### src/rtl/multi_alarm_clock.sv
// 24-hour clock with several independent alarms, snooze and ring timeout.
// Time and alarm values are kept in binary and converted to BCD only for the
// display digits, so every wrap and carry is a plain binary compare.
module multi_alarm_clock #(
  parameter int CLK_HZ       = 100_000_000,
  parameter int NUM_ALARMS   = 4,
  parameter int SNOOZE_MIN   = 5,
  parameter int RING_MAX_MIN = 10,
  localparam int SEL_W       = (NUM_ALARMS > 1) ? $clog2(NUM_ALARMS) : 1
) (
  input  logic                  clk,
  input  logic                  clr_n,
  input  logic [1:0]            mode,
  input  logic [SEL_W-1:0]      alarm_sel,
  input  logic [NUM_ALARMS-1:0] alarm_en,
  input  logic                  hour_up,
  input  logic                  min_up,
  input  logic                  snooze,
  input  logic                  alarm_off,
  output logic [3:0]            hr_MSB,
  output logic [3:0]            hr_LSB,
  output logic [3:0]            min_MSB,
  output logic [3:0]            min_LSB,
  output logic                  alarm,
  output logic [SEL_W-1:0]      alarm_id,
  output logic                  sec_tick
);

  localparam int PW = (CLK_HZ > 1) ? $clog2(CLK_HZ) : 1;

  typedef enum logic [1:0] {
    MODE_RUN       = 2'b00,
    MODE_SET_TIME  = 2'b01,
    MODE_SET_ALARM = 2'b10,
    MODE_SHOW_SEC  = 2'b11
  } mode_e;

  typedef enum logic [1:0] {
    ST_IDLE,
    ST_RINGING,
    ST_SNOOZED
  } state_e;

  // Binary 0..59 to two BCD digits.
  function automatic logic [7:0] to_bcd(input logic [5:0] v);
    return {4'(v / 6'd10), 4'(v % 6'd10)};
  endfunction

  // Prescaler and second strobe
  logic [PW-1:0] pre_q;
  logic          sec_tick_q;
  logic          wrap;

  // Timekeeping
  logic [4:0] hr_q,  hr_d;
  logic [5:0] min_q, min_d;
  logic [5:0] sec_q, sec_d;
  logic       min_roll;
  logic       match_pt;

  // Alarm registers
  logic [4:0] al_hr_q  [NUM_ALARMS];
  logic [5:0] al_min_q [NUM_ALARMS];
  logic [4:0] al_hr_d  [NUM_ALARMS];
  logic [5:0] al_min_d [NUM_ALARMS];
  logic       sel_ok;

  // Button edge detection: {hour_up, min_up, snooze, alarm_off}
  logic [3:0] btn_q;
  logic [3:0] btn_rise;
  logic       hour_rise, min_rise, snooze_rise, off_rise;

  // Ring controller
  state_e           state_q, state_d;
  logic [5:0]       ring_cnt_q, ring_cnt_d;
  logic [SEL_W-1:0] id_q, id_d;
  logic [4:0]       wake_hr_q, wake_hr_d;
  logic [5:0]       wake_min_q, wake_min_d;
  logic             hit;
  logic [SEL_W-1:0] hit_id;
  logic [6:0]       wake_sum;
  logic [4:0]       snz_hr;
  logic [5:0]       snz_min;

  // Registered outputs
  logic             alarm_q, alarm_d;
  logic [SEL_W-1:0] alarm_id_q, alarm_id_d;

  // Display selection
  logic [5:0] disp_hi, disp_lo;

  assign wrap        = (pre_q == PW'(CLK_HZ - 1));
  assign btn_rise    = {hour_up, min_up, snooze, alarm_off} & ~btn_q;
  assign hour_rise   = btn_rise[3];
  assign min_rise    = btn_rise[2];
  assign snooze_rise = btn_rise[1];
  assign off_rise    = btn_rise[0];
  assign sel_ok      = (int'(alarm_sel) < NUM_ALARMS);
  // Alarms and snooze wake-ups are only evaluated on the tick that lands on :00 while running.
  assign match_pt    = min_roll && (mode == MODE_RUN);

  // Next time of day: frozen with seconds cleared while setting, otherwise advanced by the tick.
  // NOTE: every always_comb output gets a default first, so no path leaves it unassigned and no latch is inferred.
  always_comb begin
    sec_d    = sec_q;
    min_d    = min_q;
    hr_d     = hr_q;
    min_roll = 1'b0;
    if (mode == MODE_SET_TIME) begin
      sec_d = '0;
      if (min_rise)  min_d = (min_q == 6'd59) ? '0 : min_q + 6'd1;
      if (hour_rise) hr_d  = (hr_q == 5'd23) ? '0 : hr_q + 5'd1;
    end else if (wrap) begin
      if (sec_q == 6'd59) begin
        sec_d    = '0;
        min_roll = 1'b1;
        if (min_q == 6'd59) begin
          min_d = '0;
          hr_d  = (hr_q == 5'd23) ? '0 : hr_q + 5'd1;
        end else begin
          min_d = min_q + 6'd1;
        end
      end else begin
        sec_d = sec_q + 6'd1;
      end
    end
  end

  // Alarm editing applies the same stepping rules to the selected alarm.
  always_comb begin
    al_hr_d  = al_hr_q;
    al_min_d = al_min_q;
    if (mode == MODE_SET_ALARM && sel_ok) begin
      if (min_rise)
        al_min_d[alarm_sel] = (al_min_q[alarm_sel] == 6'd59) ? '0 : al_min_q[alarm_sel] + 6'd1;
      if (hour_rise)
        al_hr_d[alarm_sel] = (al_hr_q[alarm_sel] == 5'd23) ? '0 : al_hr_q[alarm_sel] + 5'd1;
    end
  end

  // Prescaler, time of day, alarm registers and button history.
  // NOTE: sequential state uses non-blocking assignments only, so every flop samples pre-edge values.
  // NOTE: the alarm registers are a handful of flops whose reset value (00:00) is defined, so they are reset like any other state rather than treated as an unreset RAM.
  always_ff @(posedge clk or negedge clr_n) begin
    if (!clr_n) begin
      pre_q      <= '0;
      sec_tick_q <= 1'b0;
      hr_q       <= '0;
      min_q      <= '0;
      sec_q      <= '0;
      btn_q      <= '0;
      for (int k = 0; k < NUM_ALARMS; k++) begin
        al_hr_q[k]  <= '0;
        al_min_q[k] <= '0;
      end
    end else begin
      pre_q      <= wrap ? '0 : pre_q + PW'(1);
      sec_tick_q <= wrap;
      hr_q       <= hr_d;
      min_q      <= min_d;
      sec_q      <= sec_d;
      btn_q      <= {hour_up, min_up, snooze, alarm_off};
      al_hr_q    <= al_hr_d;
      al_min_q   <= al_min_d;
    end
  end

  // Lowest-index enabled alarm whose HH:MM equals the new time.
  always_comb begin
    hit    = 1'b0;
    hit_id = '0;
    for (int k = NUM_ALARMS - 1; k >= 0; k--) begin
      if (alarm_en[k] && al_hr_q[k] == hr_d && al_min_q[k] == min_d) begin
        hit    = 1'b1;
        hit_id = SEL_W'(k);
      end
    end
  end

  // Snooze wake time: current HH:MM plus the snooze length, wrapping through midnight.
  always_comb begin
    wake_sum = {1'b0, min_q} + 7'(SNOOZE_MIN);
    snz_hr   = hr_q;
    snz_min  = 6'(wake_sum);
    if (wake_sum >= 7'd60) begin
      snz_min = 6'(wake_sum - 7'd60);
      snz_hr  = (hr_q == 5'd23) ? '0 : hr_q + 5'd1;
    end
  end

  // Ring controller state register.
  always_ff @(posedge clk or negedge clr_n) begin
    if (!clr_n) begin
      state_q    <= ST_IDLE;
      ring_cnt_q <= '0;
      id_q       <= '0;
      wake_hr_q  <= '0;
      wake_min_q <= '0;
    end else begin
      state_q    <= state_d;
      ring_cnt_q <= ring_cnt_d;
      id_q       <= id_d;
      wake_hr_q  <= wake_hr_d;
      wake_min_q <= wake_min_d;
    end
  end

  // Ring controller next state; alarm_off and a cleared enable dominate snooze and timeout.
  always_comb begin
    state_d    = state_q;
    ring_cnt_d = ring_cnt_q;
    id_d       = id_q;
    wake_hr_d  = wake_hr_q;
    wake_min_d = wake_min_q;
    unique case (state_q)
      ST_IDLE: begin
        if (match_pt && hit) begin
          state_d    = ST_RINGING;
          id_d       = hit_id;
          ring_cnt_d = '0;
        end
      end
      ST_RINGING: begin
        if (off_rise || !alarm_en[id_q]) begin
          state_d = ST_IDLE;
        end else if (snooze_rise) begin
          state_d    = ST_SNOOZED;
          wake_hr_d  = snz_hr;
          wake_min_d = snz_min;
        end else if (min_roll) begin
          if (ring_cnt_q + 6'd1 >= 6'(RING_MAX_MIN)) state_d = ST_IDLE;
          else ring_cnt_d = ring_cnt_q + 6'd1;
        end
      end
      ST_SNOOZED: begin
        if (off_rise || !alarm_en[id_q]) begin
          state_d = ST_IDLE;
        end else if (match_pt && hr_d == wake_hr_q && min_d == wake_min_q) begin
          state_d    = ST_RINGING;
          ring_cnt_d = '0;
        end
      end
      default: state_d = ST_IDLE;
    endcase
  end

  // Ring controller outputs, decoded from the current state.
  always_comb begin
    alarm_d    = (state_q == ST_RINGING);
    alarm_id_d = (state_q == ST_IDLE) ? '0 : id_q;
  end

  // Output register for alarm and alarm_id.
  always_ff @(posedge clk or negedge clr_n) begin
    if (!clr_n) begin
      alarm_q    <= 1'b0;
      alarm_id_q <= '0;
    end else begin
      alarm_q    <= alarm_d;
      alarm_id_q <= alarm_id_d;
    end
  end

  // Display source per mode: HH:MM, selected alarm HH:MM, or MM:SS.
  always_comb begin
    disp_hi = {1'b0, hr_q};
    disp_lo = min_q;
    case (mode)
      MODE_SET_ALARM: begin
        disp_hi = sel_ok ? {1'b0, al_hr_q[alarm_sel]} : '0;
        disp_lo = sel_ok ? al_min_q[alarm_sel] : '0;
      end
      MODE_SHOW_SEC: begin
        disp_hi = min_q;
        disp_lo = sec_q;
      end
      default: ;
    endcase
  end

  assign {hr_MSB, hr_LSB}   = to_bcd(disp_hi);
  assign {min_MSB, min_LSB} = to_bcd(disp_lo);
  assign alarm              = alarm_q;
  assign alarm_id           = alarm_id_q;
  assign sec_tick           = sec_tick_q;

endmodule
### config.mk
export PLATFORM = sky130hd
export DESIGN_NAME = multi_alarm_clock
export DESIGN_NICKNAME = d
export VERILOG_FILES = /design/src/rtl/multi_alarm_clock.sv
export SDC_FILE = /design/constraint.sdc
export NUM_CORES = 1
export LEC_CHECK = 0
export ABC_AREA = 1
export CELL_PAD_IN_SITES_DETAIL_PLACEMENT = 1
export CELL_PAD_IN_SITES_GLOBAL_PLACEMENT = 1
export CORE_MARGIN = 4
export CORE_UTILIZATION = 28
export CTS_CLUSTER_DIAMETER = 100
export DETAILED_ROUTE_END_ITERATION = 10
export PLACE_DENSITY_LB_ADDON = 0.08
export SYNTH_ARGS = -nofsm -noshare
export SYNTH_HDL_FRONTEND = slang
export SYNTH_SLANG_ARGS = --single-unit
### constraint.sdc
create_clock -name clk -period 4.8 [get_ports clk]
set_input_delay 0.96 -clock clk [delete_from_list [all_inputs] [get_ports clk]]
set_output_delay 0.96 -clock clk [all_outputs]
set_load 0.1 [all_outputs]
# [Word level (Yosys, flattened, before mapping)]
# Index checks and enable logic that the tools add are counted.
[totals] ff_bits=117 in_bits=14 out_inout_bits=20 word_cells=162
[classes] add_sub_neg=9 n_div=4 n_lt_le_gt_ge=5 n_eq_ne=31 mux=63 bitwise_logic=4 reduce_logical=25
[ops] cell="two-way mux 6 bit" n=20
[ops] cell="two-way mux 5 bit" n=11
[ops] cell="== test 6 bit" n=5
[ops] cell="adder 27 x 1 -> 27 bit (second input constant)" n=1
[ops] cell="== test 27 bit (second input constant)" n=1
[ops] cell="two-way mux 27 bit" n=1
[ops] cell="== test 5 bit" n=5
[ops] cell="adder 6 x 1 -> 6 bit (second input constant)" n=4
[ops] cell="bitwise mux 24 bit" n=1
[ops] cell="two-way mux 2 bit" n=12
[ops] cell="case mux 6 bit (2 select lines)" n=2
[ops] cell="bitwise mux 20 bit" n=1
[ops] cell="== test 6 bit (second input constant)" n=3
[ops] cell="case mux 6 bit (3 select lines)" n=1
[ops] cell="inequality test 2 bit (second input constant)" n=7
[ops] cell="logical AND 1 bit" n=13
[ops] cell="binary-select mux 6 bit (select 2 bit)" n=1
[ops] cell="demux 6 bit (select 2 bit)" n=1
[ops] cell="divider 6 x 4 -> 6 bit (second input constant)" n=2
[ops] cell="modulo 6 x 4 -> 6 bit (second input constant)" n=2
[ops] cell="adder 5 x 1 -> 5 bit (second input constant)" n=2
[ops] cell="binary-select mux 5 bit (select 2 bit)" n=1
[ops] cell="demux 5 bit (select 2 bit)" n=1
[ops] cell="== test 5 bit (second input constant)" n=2
[ops] cell="28 further kinds" n=41

# [Logic depth before layout (Yosys ltp)]
[logic_depth] word_depth=16 ltp_mapped=25 ltp_nobuf=25

# [Worst setup path before layout]
# Ideal clock, no wire load.
[synth_path] kind="input to output" from="input alarm_sel[1]" to="output hr_LSB[3]" arrival_time_ps=5914 required_time_ps=3840 slack_ps=-2074 path_stages=18 n_path_buf=1 cell_sequence="nor2_1 > buf_4 > a22oi_1 > nand2_1 > nand2_1 > o221ai_1 > nor2_1 > nor2_1 > nand2_1 > and2_1 > ha_1 > nand3_1 > o211ai_2 > o21ai_2 > nand2_2 > nand2_2 > nand2_1 > nand2_1"
[synth_via] elab_chain_len=6
[synth_rtl] element="from (decl)" line_no="14" rtl="input logic [SEL_W-1:0] alarm_sel,"
[synth_rtl] element="inverter 2 -> 3 bit (not written as such)" line_no="270" rtl="disp_hi = sel_ok ? {1'b0, al_hr_q[alarm_sel]} : '0;"
[synth_rtl] element="binary-select mux 5 bit (select 2 bit)" line_no="270"
[synth_rtl] element="two-way mux 5 bit (not written as such) (2 in a row)" line_no="270"
[synth_rtl] element="case mux 6 bit (2 select lines)" line_no="268" rtl="case (mode)"
[synth_rtl] element="modulo 6 x 4 -> 6 bit" line_no="46" rtl="return {4'(v / 6'd10), 4'(v % 6'd10)};"
[synth_rtl] element="to (decl)" line_no="21" rtl="output logic [3:0] hr_LSB,"
# Every way passes these cells. The select of a mux whose other input is x is not followed.

# [Final worst setup path]
[layout_path] from="input mode[0]" to="output min_LSB[1]"
[layout_via] elab_chain_len=3 word_cells_on_any_way=4 cone_classes="div (1); eq/ne (2); mux (1)"
[layout_rtl] element="from (decl)" line_no="13" rtl="input logic [1:0] mode,"
[layout_rtl] element="== test 2 bit" line_no="268"
[layout_rtl] element="case mux 6 bit (2 select lines) *" line_no="268"
[layout_rtl] element="modulo 6 x 4 -> 6 bit *" line_no="46"
[layout_rtl] element="to (decl)" line_no="23" rtl="output logic [3:0] min_LSB,"
# Mark *: on every way between the ends. The rest lies on a longest branch, timed or not.

==> out/metrics.cfg <==
[final_layout]
fin_area_sq_um = 10800
utilization_pct = 37.3
drive_above_1_share_pct = 21.7
antenna_cells = 0
areaGrowthSynthToFinish_pct = 30.5
num-nets-final = 1334

[floorplan]
die_y_microns = 180
ios = 34
start_util_pct = 28.6
die-area_sq_um = 32200
die_w_microns = 180
num_rows = 62
core_area_sq_um = 28900

[placed_design]
routabilityCongestion = 0.844
dpl-instance-area_sq_um = 9910
place_hpwl_microns = 23300
numPortBuffers = 31

[critical_path]
cp-start-kind = primary input
r2r-start = min_q[0]$_DFF_PN0_
arrival_ns = 3.65
critical_path_class = primary input to output port
endpoint_kind = output port
critPathRequiredTime_ns = 3.84
rrSetupSlack_ns = 1.44
worst-r2r-cell-count = 20
crit_fanout = 6
r2r-end = ring_cnt_q[3]$_DFFE_PN0P_
endpoint = min_LSB[1]
setup.worst_path.start = mode[0]

[detailed_routing]
vias = 8198
drc = 0
drtIter0Drc = 389
wl_microns = 29700
wire_per_inst_microns = 17.5
vias_per_cell = 4.83
antenna_left = 0
firstDrtPassIters = 5

[logic_synthesis]
yosys_warnings = 0
syn_area_sq_um = 8240
seq_area_frac_synth_pct = 35.5
yosys-top-cells-count = nand2_1 (328), inv_1 (149), dfrtp_1 (117)
synth-seq-cells = 117
syn_avg_cell_area_sq_um = 6.99
synth_top_area_cell = dfrtp_1
synthFlopType = dfrtp_1
synth_edf_count = 0
async_flop_share_pct = 100
syn_inst = 1179
yosysMostFrequentCell = nand2_1
yosys.area.top_type_share_pct = 35.5
synthDistinctLibCells = 58
synthTopCellsByArea = dfrtp_1 (36%), nand2_1 (15%), inv_1 (6.8%)

[grt]
antenna_found_initial = 0
grt_overflow = 0
grt_max_degree = 61
grt_pass1_vias = 8481
grt_pass1_wl_microns = 47800
track_usage_pct = 18.6

[sta]
maxSlewViolCount = 0
hold_violations = 0
clock.fmax_mhz = 217
min_period_ns = 4.61
maxSlewHeadroom_pct = 35.4
fin_skew_ns = 0.0138
finalSetupViolCount = 0
finalCritPeriodShare_pct = 96.0
max_slew.worst_pin.slew_ns = 0.965

[clock_tree]
insertion_delay_ns = 0.44
clock_sinks = 117
numCtsBuffers = 17
htreeDepth = 4
cts_tree = built
cts.clk_slew.worst_paths_ns = 0.06
cts_root_buf = clkbuf_16
clockBufferDepth = 2
holdBufCountCts = 0

[hold_path]
hold_class = register to register

[flow_run]
cap_viol_max_count = 0

[pwr]
power_density_nw_per_um2 = 475
peakVddDrop_v = 0.000309
p_leak_uw = 0.00509

[outcome]
status = complete, no violations

-- routing by layer --
layer	part of all wire [%]	routed length, microns	track usage, %	up-vias
met4	0.70	208	3.47	0
met1	48	14200	24.6	4031
li1	-	-	-	4085
met3	1.8	549	2.81	15
met5	0	0	0	-
met2	50	14700	32.4	67
-- worst min path at each step --
| stage | slack, ns | depth (start not counted) | start | to |
|---|---|---|---|---|
| after detailed placement | 0.47 | 1 | pre_q[0]$_DFF_PN0_ | pre_q[0]$_DFF_PN0_ |
| after CTS | 0.48 | 1 | pre_q[0]$_DFF_PN0_ | pre_q[0]$_DFF_PN0_ |
| after floorplan | 0.43 | 1 | pre_q[0]$_DFF_PN0_ | pre_q[0]$_DFF_PN0_ |
| after global placement | 0.45 | 1 | pre_q[0]$_DFF_PN0_ | pre_q[0]$_DFF_PN0_ |
| final | 0.47 | 1 | pre_q[0]$_DFF_PN0_ | pre_q[0]$_DFF_PN0_ |
| after global routing | 0.51 | 1 | pre_q[0]$_DFF_PN0_ | pre_q[0]$_DFF_PN0_ |
-- metrics by stage --
| step | power, uW | hold slack (ns) | setup TNS (ns) | instances | worst slack, ns |
|---|---|---|---|---|---|
| after floorplan | 2960 | 0.429 | -0.0145 | 1180 | -0.00739 |
| after global placement | 3800 | 0.455 | -1.15 | 1647 | -0.175 |
| after detailed placement | 3820 | 0.471 | -2.09 | 1647 | -0.308 |
| after CTS | 5140 | 0.479 | -0.0162 | 1695 | -0.00824 |
| after global routing | 5440 | 0.506 | -0.0213 | 1699 | -0.0213 |
| final | 5110 | 0.474 | 0 | 1699 | 0.190 |
-- final cells by class --
class	instances	area [sq um]
Fill cell	3603	18100
Multi-Input combinational cell	882	5000
Sequential cell	117	2930
Timing Repair Buffer	121	1160
Inverter	165	639
Tap cell	384	480
Clock buffer	21	470
Clock inverter	9	80.1
-- critical path: stages --
cell and delay [ns]:
dlygate4sd2_1 0.34, nor2_4 0.28, inv_2 0.10, buf_4 0.14
buf_4 0.12, buf_4 0.12, buf_4 0.15, o21bai_4 0.16
nor3_2 0.07, nor2_2 0.18, o21ai_4 0.09, buf_4 0.16
o21ai_2 0.18, nand2_2 0.14, nand2_8 0.11, nand2_2 0.09
nand2_8 0.08, buf_12 0.17
-- layout by cell type, fill, tap and decap left out, drive strengths merged, types with 8 or more instances in the layout --
master	n
nand3	99
nor4	8
nor3	18
nor2	123
inv	162
a22oi	10
a21oi	31
dfrtp	117
nand4	17
ha	16
clkbuf	21
o21ai	110
clkdlybuf4s50	12
nand2	367
xor2	23
nand3b	15
buf	107
-- power breakdown --
group	switching [uW]	internal, uW	leakage, uW
Combinational	1680	916	0.00330
Clock	497	742	0.000263
Sequential	159	1120	0.00152
-- flip-flops by register name (all words and copies together), names as in the netlist, 4 cells and up --
signal,count
btn_q,4
wake_min_q,6
sec_q,6
ring_cnt_q,6
pre_q,27
al_hr_q,20
wake_hr_q,5
hr_q,5
min_q,6
al_min_q,24
-- logic make-up (layout without fill, tap and decap cells) --
family | count (synthesis) | count (layout) | share of synthesized area (%)
adders and majority gates | 16 | 16 | 2.43
DFF | 117 | 117 | 35.5
xor gates and xnor gates | 28 | 28 | 3.07
buffers and inverters | 181 | 316 | 8.77
and+or+nand+nor | 652 | 652 | 36.7
AOI/OAI and AO/OA | 184 | 184 | 13.5
other | 1 | 2 | 0.0455
-- repair_timing --
action	CTS	global route
pin swaps	12	16
resized for setup	17	26
setup buffers	18	4
setup endpoints to repair	8	8
No activity file was read; power rests on OpenSTA's default activity.
